**config.mk**
```make
export PLATFORM = sky130hd
export DESIGN_NAME = obuf_writeback
export DESIGN_NICKNAME = d
export VERILOG_FILES = /design/src/rtl/bitfusion_pkg.sv /design/src/rtl/obuf_col_capture.sv /design/src/rtl/obuf_writeback.sv
export SDC_FILE = /design/constraint.sdc
export NUM_CORES = 1
export LEC_CHECK = 0
export BUFFER_PORTS_ARGS = -buffer_cell sky130_fd_sc_hd__buf_4
export CAP_MARGIN = 20
export CORE_MARGIN = 1.5
export CORE_UTILIZATION = 56
export CTS_BUF_LIST = sky130_fd_sc_hd__clkbuf_16
export CTS_CLUSTER_SIZE = 30
export DETAILED_ROUTE_END_ITERATION = 8
export PLACE_DENSITY = 0.73
export REMOVE_ABC_BUFFERS = 1
export SLEW_MARGIN = 5
export SYNTH_ARGS = -nofsm -noshare
export SYNTH_HDL_FRONTEND = slang
export SYNTH_SLANG_ARGS = --single-unit
export TNS_END_PERCENT = 20
```
**constraint.sdc**
```tcl
create_clock -name clk -period 29.5 [get_ports clk]
set_input_delay 1.475 -clock clk [delete_from_list [all_inputs] [get_ports clk]]
set_output_delay 1.475 -clock clk [all_outputs]
set_load 0.005 [all_outputs]
```
**src/rtl/bitfusion_pkg.sv**
```systemverilog
// ============================================================================
//  Module      : bitfusion_pkg
//  Description : Shared BitFusion definitions. Holds the OBUF write-back state
//                encoding and the default array geometry, used by the control
//                unit and the output write-back path.
//  Revision    : 1.0 - initial release
// ============================================================================
`default_nettype none

package bitfusion_pkg;

    localparam int DEFAULT_ARRAY_SIZE = 4;
    localparam int DEFAULT_DATA_W     = 32;

    typedef enum logic [1:0] {
        IDLE    = 2'd0,
        CAPTURE = 2'd1,
        WRITE   = 2'd2,
        DONE    = 2'd3
    } obuf_state_t;

    // Index width that never collapses to zero bits (a 1x1 array still needs
    // a one-bit index signal).
    function automatic int idx_w(input int n);
        return (n > 1) ? $clog2(n) : 1;
    endfunction

endpackage

`default_nettype wire

```
**src/rtl/obuf_col_capture.sv**
```systemverilog
// ============================================================================
//  Module      : obuf_col_capture
//  Description : One OBUF column. Stores the partial sums leaving the bottom
//                PE of its column in arrival order (row 0 first), tracks how
//                many rows have arrived, and flags any extra valid seen once
//                the column is full. Provides a read port for write-back.
//  Ports       : clk, RST        - clock, async active-high reset
//                clear           - restart the column (counter, overflow)
//                capture_en      - high only while the top is in CAPTURE
//                psum_valid/in   - column data stream
//                rd_row/rd_data  - read port (forwards a same-cycle store)
//                full_next       - column is full after this clock edge
//                overflow        - sticky extra-valid flag
//  Revision    : 1.0 - initial release
// ============================================================================
`default_nettype none

module obuf_col_capture
    import bitfusion_pkg::*;
#(
    parameter int ARRAY_SIZE = DEFAULT_ARRAY_SIZE,
    parameter int DATA_W     = DEFAULT_DATA_W,
    parameter int ROW_W      = idx_w(ARRAY_SIZE)
) (
    input  logic              clk,
    input  logic              RST,
    input  logic              clear,
    input  logic              capture_en,
    input  logic              psum_valid,
    input  logic [DATA_W-1:0] psum_in,
    input  logic [ROW_W-1:0]  rd_row,
    output logic [DATA_W-1:0] rd_data,
    output logic              full_next,
    output logic              overflow
);

    localparam int CNT_W = $clog2(ARRAY_SIZE) + 1;

    logic [CNT_W-1:0]  r_row_cnt;
    logic [DATA_W-1:0] r_entries [ARRAY_SIZE];
    logic              w_full;
    logic              w_store;

    assign w_full  = (r_row_cnt == CNT_W'(ARRAY_SIZE));
    assign w_store = capture_en && psum_valid && !w_full;

    // The top registers write data from the next write index; forwarding the
    // entry being stored this cycle keeps that path correct even when the
    // final capture and the first read coincide.
    assign rd_data = (w_store && (r_row_cnt[ROW_W-1:0] == rd_row))
                   ? psum_in : r_entries[rd_row];

    assign full_next = w_full ||
                       (w_store && (r_row_cnt == CNT_W'(ARRAY_SIZE - 1)));

    always_ff @(posedge clk or posedge RST) begin
        if (RST) begin
            r_row_cnt <= '0;
            overflow  <= 1'b0;
            for (int i = 0; i < ARRAY_SIZE; i++) begin
                r_entries[i] <= '0;
            end
        end else if (clear) begin
            r_row_cnt <= '0;
            overflow  <= 1'b0;
        end else if (capture_en && psum_valid) begin
            if (w_full) begin
                overflow <= 1'b1;
            end else begin
                r_entries[r_row_cnt[ROW_W-1:0]] <= psum_in;
                r_row_cnt <= r_row_cnt + 1'b1;
            end
        end
    end

endmodule

`default_nettype wire

```
**src/rtl/obuf_writeback.sv**
```systemverilog
// ============================================================================
//  Module      : obuf_writeback
//  Description : Captures the skewed partial-sum stream of the PE array into
//                the OBUF (one column capture unit per PE column), then writes
//                the ARRAY_SIZE x ARRAY_SIZE tile to data memory row-major.
//  Ports       : clk, RST                 - clock, async active-high reset
//                start, output_base_addr  - tile launch and base word address
//                psum_in, psum_valid      - per-column partial-sum stream
//                mem_wait                 - memory stall
//                mem_addr, mem_wr_data,
//                mem_wr_en                - registered memory write port
//                busy, done, capture_err  - status
//  Build macro : OBUF_RELU_EN - clamp negative OBUF entries to 0 on write-back
//  Revision    : 1.0 - initial release
// ============================================================================
`default_nettype none

module obuf_writeback
    import bitfusion_pkg::*;
#(
    parameter int ARRAY_SIZE = DEFAULT_ARRAY_SIZE,
    parameter int DATA_W     = DEFAULT_DATA_W
) (
    input  logic                             clk,
    input  logic                             RST,
    input  logic                             start,
    input  logic [9:0]                       output_base_addr,
    input  logic [ARRAY_SIZE-1:0][DATA_W-1:0] psum_in,
    input  logic [ARRAY_SIZE-1:0]            psum_valid,
    input  logic                             mem_wait,
    output logic [31:0]                      mem_addr,
    output logic [31:0]                      mem_wr_data,
    output logic                             mem_wr_en,
    output logic                             busy,
    output logic                             done,
    output logic                             capture_err
);

    localparam int ROW_W  = idx_w(ARRAY_SIZE);
    localparam int K_W    = idx_w(ARRAY_SIZE * ARRAY_SIZE);
    localparam int LAST_K = ARRAY_SIZE * ARRAY_SIZE - 1;

    obuf_state_t       r_state;
    obuf_state_t       w_state_next;

    logic [9:0]        r_base;
    logic [K_W-1:0]    r_k;
    logic [K_W-1:0]    w_k_next;
    logic              w_wr_en_next;
    logic [31:0]       w_addr_next;
    logic [31:0]       w_data_next;

    logic              w_clear;
    logic              w_capture_en;
    logic              w_last_k;
    logic [ROW_W-1:0]  w_rd_row;
    logic [ROW_W-1:0]  w_rd_col;
    logic [DATA_W-1:0] w_sel;
    logic [31:0]       w_ext;

    logic [DATA_W-1:0]     w_col_data [ARRAY_SIZE];
    logic [ARRAY_SIZE-1:0] w_col_full_next;
    logic [ARRAY_SIZE-1:0] w_col_overflow;

    assign w_clear      = (r_state == IDLE) && start;
    assign w_capture_en = (r_state == CAPTURE);
    assign w_last_k     = (r_k == K_W'(LAST_K));

    // ------------------------------------------------------------------
    // Column capture units
    // ------------------------------------------------------------------
    generate
        for (genvar c = 0; c < ARRAY_SIZE; c++) begin : g_col
            obuf_col_capture #(
                .ARRAY_SIZE (ARRAY_SIZE),
                .DATA_W     (DATA_W),
                .ROW_W      (ROW_W)
            ) u_col (
                .clk        (clk),
                .RST        (RST),
                .clear      (w_clear),
                .capture_en (w_capture_en),
                .psum_valid (psum_valid[c]),
                .psum_in    (psum_in[c]),
                .rd_row     (w_rd_row),
                .rd_data    (w_col_data[c]),
                .full_next  (w_col_full_next[c]),
                .overflow   (w_col_overflow[c])
            );
        end
    endgenerate

    assign capture_err = |w_col_overflow;

    // ------------------------------------------------------------------
    // FSM: state register
    // ------------------------------------------------------------------
    always_ff @(posedge clk or posedge RST) begin
        if (RST) begin
            r_state <= IDLE;
        end else begin
            r_state <= w_state_next;
        end
    end

    // ------------------------------------------------------------------
    // FSM: next-state logic
    // ------------------------------------------------------------------
    always_comb begin
        w_state_next = r_state;
        unique case (r_state)
            IDLE:    if (start)                  w_state_next = CAPTURE;
            CAPTURE: if (&w_col_full_next)       w_state_next = WRITE;
            WRITE:   if (!mem_wait && w_last_k)  w_state_next = DONE;
            DONE:                                w_state_next = IDLE;
            default:                             w_state_next = IDLE;
        endcase
    end

    // ------------------------------------------------------------------
    // FSM: output logic. The memory port is registered, so the values
    // computed here are those presented in the cycle after the edge.
    // ------------------------------------------------------------------
    always_comb begin
        w_k_next = r_k;
        unique case (r_state)
            CAPTURE: w_k_next = '0;
            WRITE:   if (!mem_wait && !w_last_k) w_k_next = r_k + 1'b1;
            default: w_k_next = r_k;
        endcase

        w_wr_en_next = (w_state_next == WRITE);
        w_rd_row     = ROW_W'(w_k_next / ARRAY_SIZE);
        w_rd_col     = ROW_W'(w_k_next % ARRAY_SIZE);
        w_sel        = w_col_data[w_rd_col];
        w_ext        = 32'($signed(w_sel));

        w_addr_next = '0;
        w_data_next = '0;
        if (w_wr_en_next) begin
            // Full 32-bit add so a tile near the top of the 10-bit base range
            // continues past 0x3FF rather than wrapping.
            w_addr_next = {22'd0, r_base} + 32'(w_k_next);
`ifdef OBUF_RELU_EN
            w_data_next = w_sel[DATA_W-1] ? 32'd0 : w_ext;
`else
            w_data_next = w_ext;
`endif
        end
    end

    assign busy = (r_state != IDLE);
    assign done = (r_state == DONE);

    always_ff @(posedge clk or posedge RST) begin
        if (RST) begin
            r_base      <= '0;
            r_k         <= '0;
            mem_wr_en   <= 1'b0;
            mem_addr    <= '0;
            mem_wr_data <= '0;
        end else begin
            if (w_clear) begin
                r_base <= output_base_addr;
            end
            r_k         <= w_k_next;
            mem_wr_en   <= w_wr_en_next;
            mem_addr    <= w_addr_next;
            mem_wr_data <= w_data_next;
        end
    end

endmodule

`default_nettype wire

```
# Word level (Yosys, flattened, before mapping)
# Index checks and enable logic that the tools add are counted.
# op_classes
addsub	6
mul	0
div	0
magnitude_cmp	10
n_eq_ne	21
shifts	0
n_mux	63
bitwise	11
reduce_logical	57
# ops
op	n
$mux 32	19
$bwmux 128	4
$bmux 32 s2	5
$demux 32 s2	4
$mux 3	12
$logic_and 1x1->1	23
$ge 3x3->1 const B	6
$not 2->3	6
$reduce_bool 2->1	9
$reduce_and 2->1	8
$add 3x1->3 const B	4
$eq 3x2->1 const B	4
$eq 3x3->1 const B	4
$lt 3x1->1 const B	4
$mux 1	12
$reduce_and 3->1	4
$add 10x4->11	1
$mux 11	1
$eq 2x2->1	4
$pmux 2 s4	1
$pmux 4 s2	1
$eq 2x2->1 const B	3
$logic_not 1->1	6
$mux 2	3
11 further kinds	20
# word_totals
reg_bits	609
latchBits	0
ram_bits	0
mem_bits_ro	0
in_bits	146
n_memories	0

# Longest topological paths before layout
# Gate-level depths: netlist (run 1).
# depth
ltp_word	14
ltp_mapped	16

# Modules after synthesis
# From an unflattened synthesis (run 1), not the netlist that was laid out.
# hier_totals
hier_cells	1899
hier_area_um2	29691.0
# modules_own_cells
mod	instances	cells_each	area_each_um2	seq_area_each_um2
obuf_col_capture	4	381	6513.7	3303.2
obuf_writeback	1	375	3636.0	1501.4

# Worst setup path after synthesis (run 1)
# OpenSTA, ideal clock, no wires.
# synth_path
kind	input to register
start	input mem_wait
end	register mem_addr[8]
setup_ns	0.132
arrival_ns	3.943
slack_ns	25.425
cell_stages	12
path_buffers	2
path_cell_list	and4bb_1 -> o21ai_4 -> nand2_1 -> inv_2 -> clkbuf_1 -> buf_1 -> ha_1 -> a21o_1 -> a21oi_1 -> and3b_1 -> xnor2_1 -> nor2_1
# synth_via
elab_chain_cells	6
elab_cells_between_ends	10
classes_between	add/sub (1); eq/ne (1); mux (5); reduce/logical (3)
# synth_rtl
element	line_no	text
from (decl)	obuf_writeback.sv:30	input logic mem_wait,
$logic_not 1->1	obuf_writeback.sv:128	WRITE: if (!mem_wait && !w_last_k) w_k_next = r_k + 1'b1;
$logic_and 1x1->1	obuf_writeback.sv:128	
$mux 4	obuf_writeback.sv:128	
$pmux 4 s2	obuf_writeback.sv:126	unique case (r_state)
net g_col[0].u_col.rd_row[0]	obuf_col_capture.sv:31	input logic [ROW_W-1:0] rd_row,
$add 10x4->11	obuf_writeback.sv:143	w_addr_next = {22'd0, r_base} + 32'(w_k_next);
$mux 11	obuf_writeback.sv:140	if (w_wr_en_next) begin
net w_addr_next[8]	obuf_writeback.sv:50	logic [31:0] w_addr_next;
to (signal assigned)	obuf_writeback.sv:168	mem_addr <= w_addr_next;
to (decl)	obuf_writeback.sv:31	output logic [31:0] mem_addr,
# The timed path passes the listed nets, and every way through them passes these cells.
# A chain may end at the register's enable or synchronous reset.

# Worst setup path in the final report (run 1)
# layout_path
start	register r_state[1]
end	register mem_addr[8]
# layout_via
elab_cells_between_ends	29
classes_between	add/sub (1); eq/ne (4); mux (6); reduce/logical (18)
# layout_rtl
element	line_no	text
from (decl)	obuf_writeback.sv:43	obuf_state_t r_state;
from (signal assigned)	obuf_writeback.sv:102	r_state <= w_state_next;
$eq 2x2->1 or $eq 2x1->1 (tied branches)	obuf_writeback.sv:126	
$pmux 4 s2 *	obuf_writeback.sv:126	
net g_col[0].u_col.rd_row[1]	obuf_col_capture.sv:31	
$add 10x4->11 *	obuf_writeback.sv:143	
$mux 11 *	obuf_writeback.sv:140	
net w_addr_next[8]	obuf_writeback.sv:50	
# The timed path passes the listed nets; every way through them passes the cells marked *.

==> impl_metrics.ini, run 1 <==
[status]
outcome = finished, final reports clean

[cts]
post-cts-setup-buffers = 0
h-tree-depth = 2
cts_root_buf = clkbuf_16
clkSlewWorstSetupHoldPaths_ns = 0.06
cts_sinks = 588
cts_tree = done
clock_latency_ns = 0.63
clockBufferDepth = 3
cts_buffers = 60
ctsHoldBuffers = 0
post_cts_resize_count = 0

[floorplan]
io_pins = 214
start_util_pct = 57.0
die_w_um = 227
die-height_um = 227
dieArea_um2 = 51300
coreArea_um2 = 49200
num_rows = 81

[place]
gp_congestion = 0.818
dpl.hpwl_mm = 46.4
portBuffers = 192

[yosys]
netlist.top_cell.by_area = dfrtp_1
postSynthCellCount = 2378
async_flop_share_pct = 100
synth.avg_cell_area_um2 = 11.8
synth_ff_type = dfrtp_1
yosys.cell_count.top_type = dfrtp_1
synth_edf_count = 0
synth_cell_types = 51
ys_ff_latch = 588
synthTopCellsByCount = 588 x dfrtp_1, 521 x mux2_2, 308 x nand2_1
yosys_warnings = 0
yosys.area.top_type_share_pct = 52.6
synth_area_leaders = dfrtp_1 53%, mux2_2 21%, nand2_1 4.1%
ys_seq_area_share_pct = 52.6
netlist_area_um2 = 28000

[power_and_ir_drop]
totalPowerFinal_uw = 2850
p_per_area_nw_per_um2 = 89.1
p_leak_uw = 0.0146
max-vdd-ir-drop_mv = 0.0579

[critical_path]
worstPathRequired_ns = 30.01
cp-start-kind = flip-flop
end_kind = flip-flop
crit_type = flip-flop to flip-flop
crit_arrival_ns = 5.50
cp_max_fo = 90

[routing]
via_per_inst = 6.52
avgRoutedWirePerCell_um = 24.6
vias = 20900
ant_nets = 0
dr.pass1.iters = 8
drt-initial-drc-count = 2087
drt_wl_total_mm = 78.7
drc = 0

[final_layout]
area_growth_pct = 14.2
drive_above_1_share_pct = 34.4
nets = 2656
fillerInstances = 3731

[timing]
tightestPinTransition_ns = 1.18
fin_worst_skew_ns = 0.0143
fin_crit_sh_pct = 16.9
slew_violations = 0
timing.slew.headroom_pct = 21.2
rsz0062_at_grt = false
setup_violations = 0
clock.fmax_ghz = 0.200
hold_viol_final = 0
fin_tns_setup_ns = 0
period_minus_slack_ns = 4.99

[min_path]
min_path_type = flip-flop to flip-flop

[grt]
grt_pass1_wl_mm = 122
antenna_found_initial = 16
grt.total_usage_pct = 31.0
grt_pass1_vias = 21600
overflow = 0
grt_max_degree = 198

[job]
cap_violations = 0
worst max-delay path, cell delays in order (launching register included):
cell	delay, ns
dfrtp_1	0.38
inv_1	0.12
ha_1	0.59
nor2b_1	0.35
a31oi_1	0.21
nand2_4	0.85
buf_4	0.94
inv_1	0.15
ha_1	0.36
a21oi_1	0.34
and3b_1	0.25
xnor2_1	0.15
nor2_1	0.06
where the power goes:
part	switching, µW	total [µW]	internal (µW)
clock	322	774	451
sequential	163	1280	1120
combinational	371	797	426
per-layer routing:
layer / GRT usage (%) / part of all wire [%] / vias up
met5: 0 / 0.066 / -
met4: 13.7 / 3.3 / 8
met3: 5.27 / 7.8 / 183
met2: 50.0 / 48 / 922
met1: 41.3 / 41 / 10800
li1: - / - / 8958
flip-flops by register name (all words and copies together), names as in the netlist:
| register | flops |
|---|---|
| mem_addr | 11 |
| g_col.u_col.r_row_cnt | 12 |
| r_base | 10 |
| r_state | 2 |
| r_k | 4 |
| g_col.u_col.overflow | 4 |
| g_col.u_col.r_entries | 512 |
| mem_wr_en | 1 |
| mem_wr_data | 32 |
kinds of logic (layout without fill, tap and decap cells):
| logic type | Yosys count | count (layout) | synth area share (%) |
|---|---|---|---|
| AOI/OAI and AO/OA | 466 | 466 | 12.7 |
| xor gates and xnor gates | 10 | 10 | 0.313 |
| adders and majority gates | 31 | 31 | 1.41 |
| buffers and inverters | 239 | 367 | 3.62 |
| DFF | 588 | 588 | 52.6 |
| muxes | 526 | 526 | 21.1 |
| other | 1 | 30 | 0.0134 |
| and+or+nand+nor | 517 | 517 | 8.21 |
through the flow:
step	setup slack, ns	util, %	instances	hold WS [ns]	area (µm²)
2_1_floorplan	11.57	-	2184	0.457	27100
3_3_place_gp	24.10	60.5	3071	0.483	29800
4_1_cts	24.59	64.7	3184	0.502	31800
3_5_place_dp	23.99	60.7	3075	0.489	29800
5_1_grt	24.21	65.0	3195	0.510	32000
6_report	24.51	65.0	3199	0.503	32000
cell type report:
class	count	area (µm²)	area share (%)
Sequential cell	588	14700	46.0
Multi-Input combinational cell	1571	12400	38.8
Timing Repair Buffer	233	1900	5.94
Clock buffer	61	1530	4.78
Tap cell	664	831	2.60
Clock inverter	48	460	1.44
Inverter	25	103	0.321
Antenna cell	9	22.5	0.0705
worst paths after layout:
kind                                              start                      endpoint  slack, ns  depth (start not counted)
max                                          r_state[1]                   mem_addr[8]      24.51                         12
min                        g_col[3].u_col.r_entries[81]  g_col[3].u_col.r_entries[81]       0.50                          1
max reg2reg                                  r_state[1]                   mem_addr[8]      24.51                         12
min reg2reg                g_col[3].u_col.r_entries[81]  g_col[3].u_col.r_entries[81]       0.50                          1
max in group asynchronous                           RST  g_col[0].u_col.r_entries[36]      26.09                          4
min in group asynchronous                           RST  g_col[2].u_col.r_entries[43]       1.01                          2
layout by cell type (no fill, tap or decap), types with 34 or more instances in the layout:
master | synthesis | routed
a21oi_1 | 143 | 141
nand2_1 | 308 | 297
mux2_2 | 521 | 521
nor2_1 | 34 | 34
a221oi_1 | 96 | 96
buf_4 | 21 | 221
o21ai_0 | 36 | 36
nand3_1 | 107 | 107
clkbuf_16 | 0 | 61
a311o_1 | 96 | 96
dfrtp_1 | 588 | 588
(Power assumes the default switching activity.)
==> run 2: changes to the inputs <==
- CORE_UTILIZATION: 56 -> 55
- PLACE_DENSITY: 0.73 -> 0.75
- clock period: 29.5 -> 4.2 ns (I/O delays scaled with it)
==> impl_metrics.ini, run 2 (synthesis gave the netlist of run 1 again) <==
[critical_path]
worstPathRequired_ns = 4.69
crit_path_max_incr_delay_ns = 0.54
crit_family = compound AO/OA/AOI/OAI gates
crit_arrival_ns = 4.23
crit_type = flip-flop to flip-flop
crit_chain = inv_1 -> ha_1 -> nor2b_1 -> a31oi_1 -> a21oi_1 -> a2111oi_4 -> buf_4 -> a311o_1 -> a21oi_1 -> or4_1
end_kind = flip-flop
critical_path_buf_inv_count = 2
cpMostUsedCell = a21oi_1
cp_max_fo = 24
cp-start-kind = flip-flop
crit_slowest_cell = a2111oi_4
reg2reg_setup_slack_ns = 0.46

[final_layout]
multi_input_area_um2 = 12400
stdcell_area_um2 = 33500
regArea_um2 = 14700
post-route-util_pct = 66.8
area_growth_pct = 19.8
final_common_cell = dfrtp_1
stdcell_count = 3374
final_cell_mix = 588 x dfrtp_1, 521 x mux2_2, 303 x nand2_1, 240 x buf_4, 144 x dlygate4sd3_1
largest_reg_flops = 512
reg_top3 = g_col.u_col.r_entries x512, mem_wr_data x32, g_col.u_col.r_row_cnt x12
regMostFlops = g_col.u_col.r_entries
drive_above_1_share_pct = 32.6
fillerInstances = 3732
nets = 2829

[timing]
timing.hold.ws_ns = 0.193
hold_viol_final = 0
fin_ws_ns = 0.459
fin_crit_sh_pct = 89.1
period_minus_slack_ns = 3.74
fin_worst_skew_ns = 0.0155
clock.fmax_ghz = 0.267
tightestPinTransition_ns = 1.03
rsz0062_at_grt = false
setup_violations = 0
timing.slew.headroom_pct = 31.5
slew_violations = 0

[routing]
drt_wl_total_mm = 82.9
ant_nets = 0
avgRoutedWirePerCell_um = 24.6
via_per_inst = 6.43
dr.pass1.iters = 5
vias = 21700
drc = 0
drt-initial-drc-count = 1870

[cts]
clock_latency_ns = 0.63
cts_buffers = 61
cts_root_buf = clkbuf_16
clkSlewWorstSetupHoldPaths_ns = 0.06
cts_sinks = 588
post_cts_resize_count = 0
h-tree-depth = 2
cts_tree = done
post-cts-setup-buffers = 0
clockBufferDepth = 3

[power_and_ir_drop]
p_int_uw = 13800
p_sw_share_pct = 30.7
p_clk_share_pct = 25.2
p_switching_uw = 6090
p_comb_share_pct = 29.5
p_per_area_nw_per_um2 = 592
seqPwrFrac_pct = 45.2
p_leak_uw = 0.0153
max-vdd-ir-drop_mv = 0.481

[grt]
grt.total_usage_pct = 31.8
grt_max_degree = 128
overflow = 0
grt_pass1_vias = 22800
grt_pass1_wl_mm = 130
antenna_found_initial = 2

[floorplan]
coreArea_um2 = 50200
die_w_um = 229
num_rows = 82
die-height_um = 229
io_pins = 214
dieArea_um2 = 52300
start_util_pct = 55.8

[place]
dpl_worst_slack_ns = 0.570
place_area_um2 = 30300
gp_congestion = 0.828
dp.cells = 3117
portBuffers = 192
dpl.hpwl_mm = 50.2

[job]
cap_violations = 0

[status]
outcome = finished, final reports clean

[min_path]
min_path_type = input pin to flip-flop
-- run 2: cell count changes in the layout (fill, tap and decap cells not counted), sizes merged --
cell | before | now
buf | 232 | 261
bufinv | 9 | 3
clkinv | 25 | 29
clkinvlp | 5 | 1
diode | 9 | 2
dlygate4sd3 | 0 | 144
dlymetal6s2s | 1 | 0
inv | 34 | 42
-- run 2: layer usage --
layer	up-vias	global-route usage [%]	wire, µm
met5	-	0	0
met4	0	13.4	3070
met3	210	4.90	6390
met2	1036	52.3	40000
met1	11100	42.1	33400
li1	9311	-	-
-- run 2: worst reg2reg max path: stages, from the launching register on --
cell       delay [ns]
dfrtp_1          0.40
inv_1            0.12
ha_1             0.48
nor2b_1          0.25
a31oi_1          0.50
a21oi_1          0.21
a2111oi_4        0.54
buf_4            0.42
a311o_1          0.18
a21oi_1          0.07
or4_1            0.44
-- run 2: final cells by class --
| type | instances | area share, % |
|---|---|---|
| Tap cell | 672 | 2.51 |
| Clock inverter | 50 | 0.873 |
| Timing Repair Buffer | 405 | 10.9 |
| Clock buffer | 61 | 4.55 |
| Inverter | 25 | 0.306 |
| Antenna cell | 2 | 0.0149 |
| Multi-Input combinational cell | 1571 | 36.9 |
| Sequential cell | 588 | 43.9 |
-- run 2: metrics by stage --
stage	power (µW)	TNS [ns]
floorplan	13000	-7490.02
global placement	14300	0
detailed placement	14700	0
CTS	19900	0
global route	20900	0
finish	19900	0
-- run 2: power groups by stage --
stage               Combinational, µW  Clock, µW  Sequential, µW
CTS                              5840       5070            8950
finish                           5860       5010            8980
global route                     6360       5310            9230
global placement                 5440          0            8870
floorplan                        4280          0            8710
detailed placement               5690          0            9030
-- run 2: path summary, 6_finish.rpt --
| kind | from | to | depth (start not counted) |
|---|---|---|---|
| hold / removal | mem_wait | r_k[0] | 4 |
| setup reg to reg | r_state[1] | mem_wr_data[21] | 10 |
| min in group asynchronous | RST | g_col[2].u_col.r_entries[51] | 3 |
| setup / recovery | r_state[1] | mem_wr_data[21] | 10 |
| max in group asynchronous | RST | g_col[3].u_col.r_entries[23] | 4 |
| hold reg to reg | g_col[0].u_col.r_entries[109] | g_col[0].u_col.r_entries[109] | 1 |
-- run 2: what timing repair did --
item	in CTS	in global routing
setup endpoints to repair	0	0
hold endpoints to repair	672	0
hold buffers	144	0
